$ cat src/rtl/fifo_read_ctrl.sv
// Read-side pointer, address and status logic for the async FIFO.
// Optional sticky underflow flag: define FIFO_RD_UNDERFLOW_EN.
module fifo_read_ctrl #(
  parameter int ADDR_W    = 3,
  parameter int AEMPTY_TH = 1
) (
  input  logic              clk,
  input  logic              rst_n,
  input  logic              rinc,
  input  logic [ADDR_W:0]   rq2_wptr,
  input  logic              undf_clr,
  output logic [ADDR_W-1:0] radr,
  output logic [ADDR_W:0]   rptr,
  output logic              rempty,
  output logic              raempty,
  output logic [ADDR_W:0]   rlevel,
  output logic              rundf
);

  localparam int PW = ADDR_W + 1;
  localparam logic [PW-1:0] AE_TH = PW'(AEMPTY_TH);

  logic [PW-1:0] rbin;
  logic [PW-1:0] rbin_n;
  logic [PW-1:0] rgray_n;
  logic [PW-1:0] wbin_s;
  logic [PW-1:0] lvl_n;
  logic          rpop;

  assign rpop    = rinc & ~rempty;
  assign rbin_n  = rbin + {{ADDR_W{1'b0}}, rpop};
  assign rgray_n = (rbin_n >> 1) ^ rbin_n;

  // Each binary bit is the XOR of all Gray bits at or above it.
  always_comb begin
    wbin_s = '0;
    for (int i = 0; i < PW; i++) begin
      wbin_s[i] = ^(rq2_wptr >> i);
    end
  end

  assign lvl_n = wbin_s - rbin_n;

  always_ff @(posedge clk) begin
    if (!rst_n) begin
      rbin    <= '0;
      rptr    <= '0;
      rempty  <= 1'b1;
      raempty <= 1'b1;
      rlevel  <= '0;
    end else begin
      rbin    <= rbin_n;
      rptr    <= rgray_n;
      rempty  <= (rgray_n == rq2_wptr);
      raempty <= (lvl_n <= AE_TH);
      rlevel  <= lvl_n;
    end
  end

  assign radr = rbin[ADDR_W-1:0];

`ifdef FIFO_RD_UNDERFLOW_EN
  logic rundf_q;

  // A fresh underflow takes priority over the clear.
  always_ff @(posedge clk) begin
    if (!rst_n) begin
      rundf_q <= 1'b0;
    end else if (rinc & rempty) begin
      rundf_q <= 1'b1;
    end else if (undf_clr) begin
      rundf_q <= 1'b0;
    end
  end

  assign rundf = rundf_q;
`else
  logic unused_undf_clr;

  assign unused_undf_clr = undf_clr;
  assign rundf = 1'b0;
`endif

endmodule

$ cat config.mk
export PLATFORM = sky130hd
export DESIGN_NAME = fifo_read_ctrl
export DESIGN_NICKNAME = d
export VERILOG_FILES = /design/src/rtl/fifo_read_ctrl.sv
export SDC_FILE = /design/constraint.sdc
export NUM_CORES = 1
export LEC_CHECK = 0
export BUFFER_PORTS_ARGS = -buffer_cell sky130_fd_sc_hd__clkbuf_2
export CAP_MARGIN = 20
export CORE_UTILIZATION = 51
export CTS_CLUSTER_DIAMETER = 120
export CTS_CLUSTER_SIZE = 28
export DETAILED_ROUTE_END_ITERATION = 8
export PLACE_DENSITY = 0.84
export SLEW_MARGIN = 40
export SYNTH_ARGS = -nofsm -noshare
export SYNTH_HDL_FRONTEND = slang
export SYNTH_SLANG_ARGS = --single-unit
$ cat constraint.sdc
create_clock -name clk -period 4.5 [get_ports clk]
set_input_delay 0.675 -clock clk [delete_from_list [all_inputs] [get_ports clk]]
set_output_delay 0.675 -clock clk [all_outputs]
set_load 0.03 [all_outputs]
==> out/metrics.yaml <==
regArea_um2: 260
post_synth_num_cell_types: 20
final_util: 0.681
place_area_um2: 761
tns_ps: 0
grt_usage: 0.168
cts_resized: 0
setup_violations: 0
synth.avg_cell_area_um2: 10.0
layout-drive-gt1-share: 0.314
dr.pass1.iters: 2
cts_made_buffers: 3
critical_path_required_ps: 4650
synth_seq_cells: 13
post_cts_buffers: 0
grt_max_degree: 14
power_switching_w: 0.0000908
pwr-share-seq: 0.453
nets: 100
fp.dieH_um: 38.1
vias_per_cell: 4.55
period_needed_ps: 2470
finalMaxSlewViolations: 0
fin_crit_sh: 0.550
core_um2: 1160
final_cells: 100
num_antenna_cells: 0
cts_max_path_buffers: 2
wl_per_cell_um: 9.51
portBuffers: 19
rsz0062_at_grt: "false"
finClkSkew_ps: 5.42
ys_warn_count: 0
ant_nets: 0
placed_cells: 96
die_width_um: 38.1
power_leakage_nw: 0.403
pwr-share-clk: 0.234
cap_violations: 0
seq_area_frac_synth: 0.392
crit_type: "in -> reg"
cts_root_buf: "clkbuf_4"
vias: 455
worst_setup_path_start_kind: "input pin"
cts.sinks: 13
postLayoutCellArea_um2: 787
ios: 22
wirelength_um: 951
cp.arrival_ps: 2630
htreeDepth: 1
sw_frac_of_total: 0.317
core.rowCount: 12
die_area_um2: 1450
gp_congestion: 0.760
cts_tree: "built"
antenna_found_initial: 0
drc: 0
drtIter0Drc: 3
multi_input_area_um2: 377
syn_nets: 79
clock_latency_ps: 260
grt_pass1_vias: 400
area_growth_pct: 18.7
p_int_w: 0.000195
num-fill-cells: 90
dp_hpwl_um: 805
pwr-share-comb: 0.313
powerDensity_nw_per_um2: 364
end_kind: "register"
overflow: 0
clk_pin_slew_worst_paths_ps: 80
start_util: 0.574
grt_pass1_wl_um: 1610
cts_hold_buf: 0
status: "complete, no violations"
ir_drop_v: 0.000190
synth_area_um2: 663
synthCells: 66
hold_class: "reg -> reg"
cp_max_fo: 4
max_freq_mhz: 404
hold_viol_final: 0
## cell usage after synthesis (all sizes together)
| cell | instances | area, µm² |
|---|---|---|
| a21oi | 1 | 5.00 |
| and2 | 9 | 57.6 |
| buf | 1 | 7.51 |
| clkbuf | 2 | 7.51 |
| conb | 1 | 3.75 |
| dfxtp | 13 | 260 |
| ha | 5 | 62.6 |
| inv | 3 | 11.3 |
| maj3 | 1 | 11.3 |
| nand2 | 3 | 11.3 |
| nand3 | 1 | 5.00 |
| nor2 | 4 | 15.0 |
| nor2b | 3 | 18.8 |
| o21bai | 1 | 11.3 |
| o31ai | 2 | 20.0 |
| xnor2 | 5 | 43.8 |
| xnor3 | 1 | 23.8 |
| xor2 | 10 | 87.6 |
## placed cells by master (no fill, tap or decap), drive strengths merged, types with 2 or more instances in the layout
master / n
xor2: 10
xnor2: 5
and2: 9
o31ai: 2
nand2: 3
ha: 5
nor2b: 3
nor2: 4
inv: 3
clkbuf: 23
dfxtp: 13
## flip-flops by register name, summed over array words and instances (netlist names)
name	flops
rbin	4
rempty	1
rptr	3
rlevel	4
raempty	1
## worst max-delay path: stages
cell and delay (ps):
clkbuf_2 80, nor2b_1 120, ha_1 210, ha_1 220
xor2_1 390, inv_1 90, ha_1 330, inv_1 80
o21bai_2 70, xnor2_1 150, and2_2 200
## routing by layer
metal	vias up	track usage	part of all wire
met2	13	0.275	0.48
met3	2	0.0581	0.044
met5	-	0	0
li1	246	-	-
met4	0	0.0804	0.018
met1	194	0.193	0.46
## power by group through the flow
stage	logic, W	clock network [W]	registers (W)
final	0.0000896	0.0000669	0.000130
after global routing	0.0000999	0.0000775	0.000131
after CTS	0.0000911	0.0000698	0.000130
after detailed placement	0.0000909	0	0.000132
after global placement	0.0000888	0	0.000132
after floorplan	0.0000457	0	0.000157
## cell type report
class | count | area share
multi-input combinational | 47 | 0.479
sequential | 13 | 0.331
timing repair buffer | 19 | 0.121
clock buffer | 4 | 0.0334
tap | 14 | 0.0223
inverter | 3 | 0.0143
## stage by stage
step	power (W)	hold slack, ps	setup slack, ps
3_3_place_gp	0.000221	602	1800
4_1_cts	0.000291	634	2010
3_5_place_dp	0.000223	611	1730
5_1_grt	0.000308	703	1900
6_report	0.000286	646	2030
2_1_floorplan	0.000202	749	2030
## path summary, 6_finish.rpt
path / start / end / slack [ps] / cells after the start
hold / removal: rbin[3] / rbin[3] / 650 / 2
hold reg to reg: rbin[3] / rbin[3] / 650 / 2
setup reg to reg: rempty / rlevel[3] / 2230 / 10
setup / recovery: rinc / rlevel[3] / 2030 / 11
## cells by family after synthesis
kind of cell / share of synthesized area
buffers and inverters: 0.0396
and+or+nand+nor: 0.162
adders and majority gates: 0.111
other: 0.00565
xor gates and xnor gates: 0.234
DFF: 0.392
AOI/OAI and AO/OA: 0.0547
Note: power is estimated with default switching activity, not from simulation.
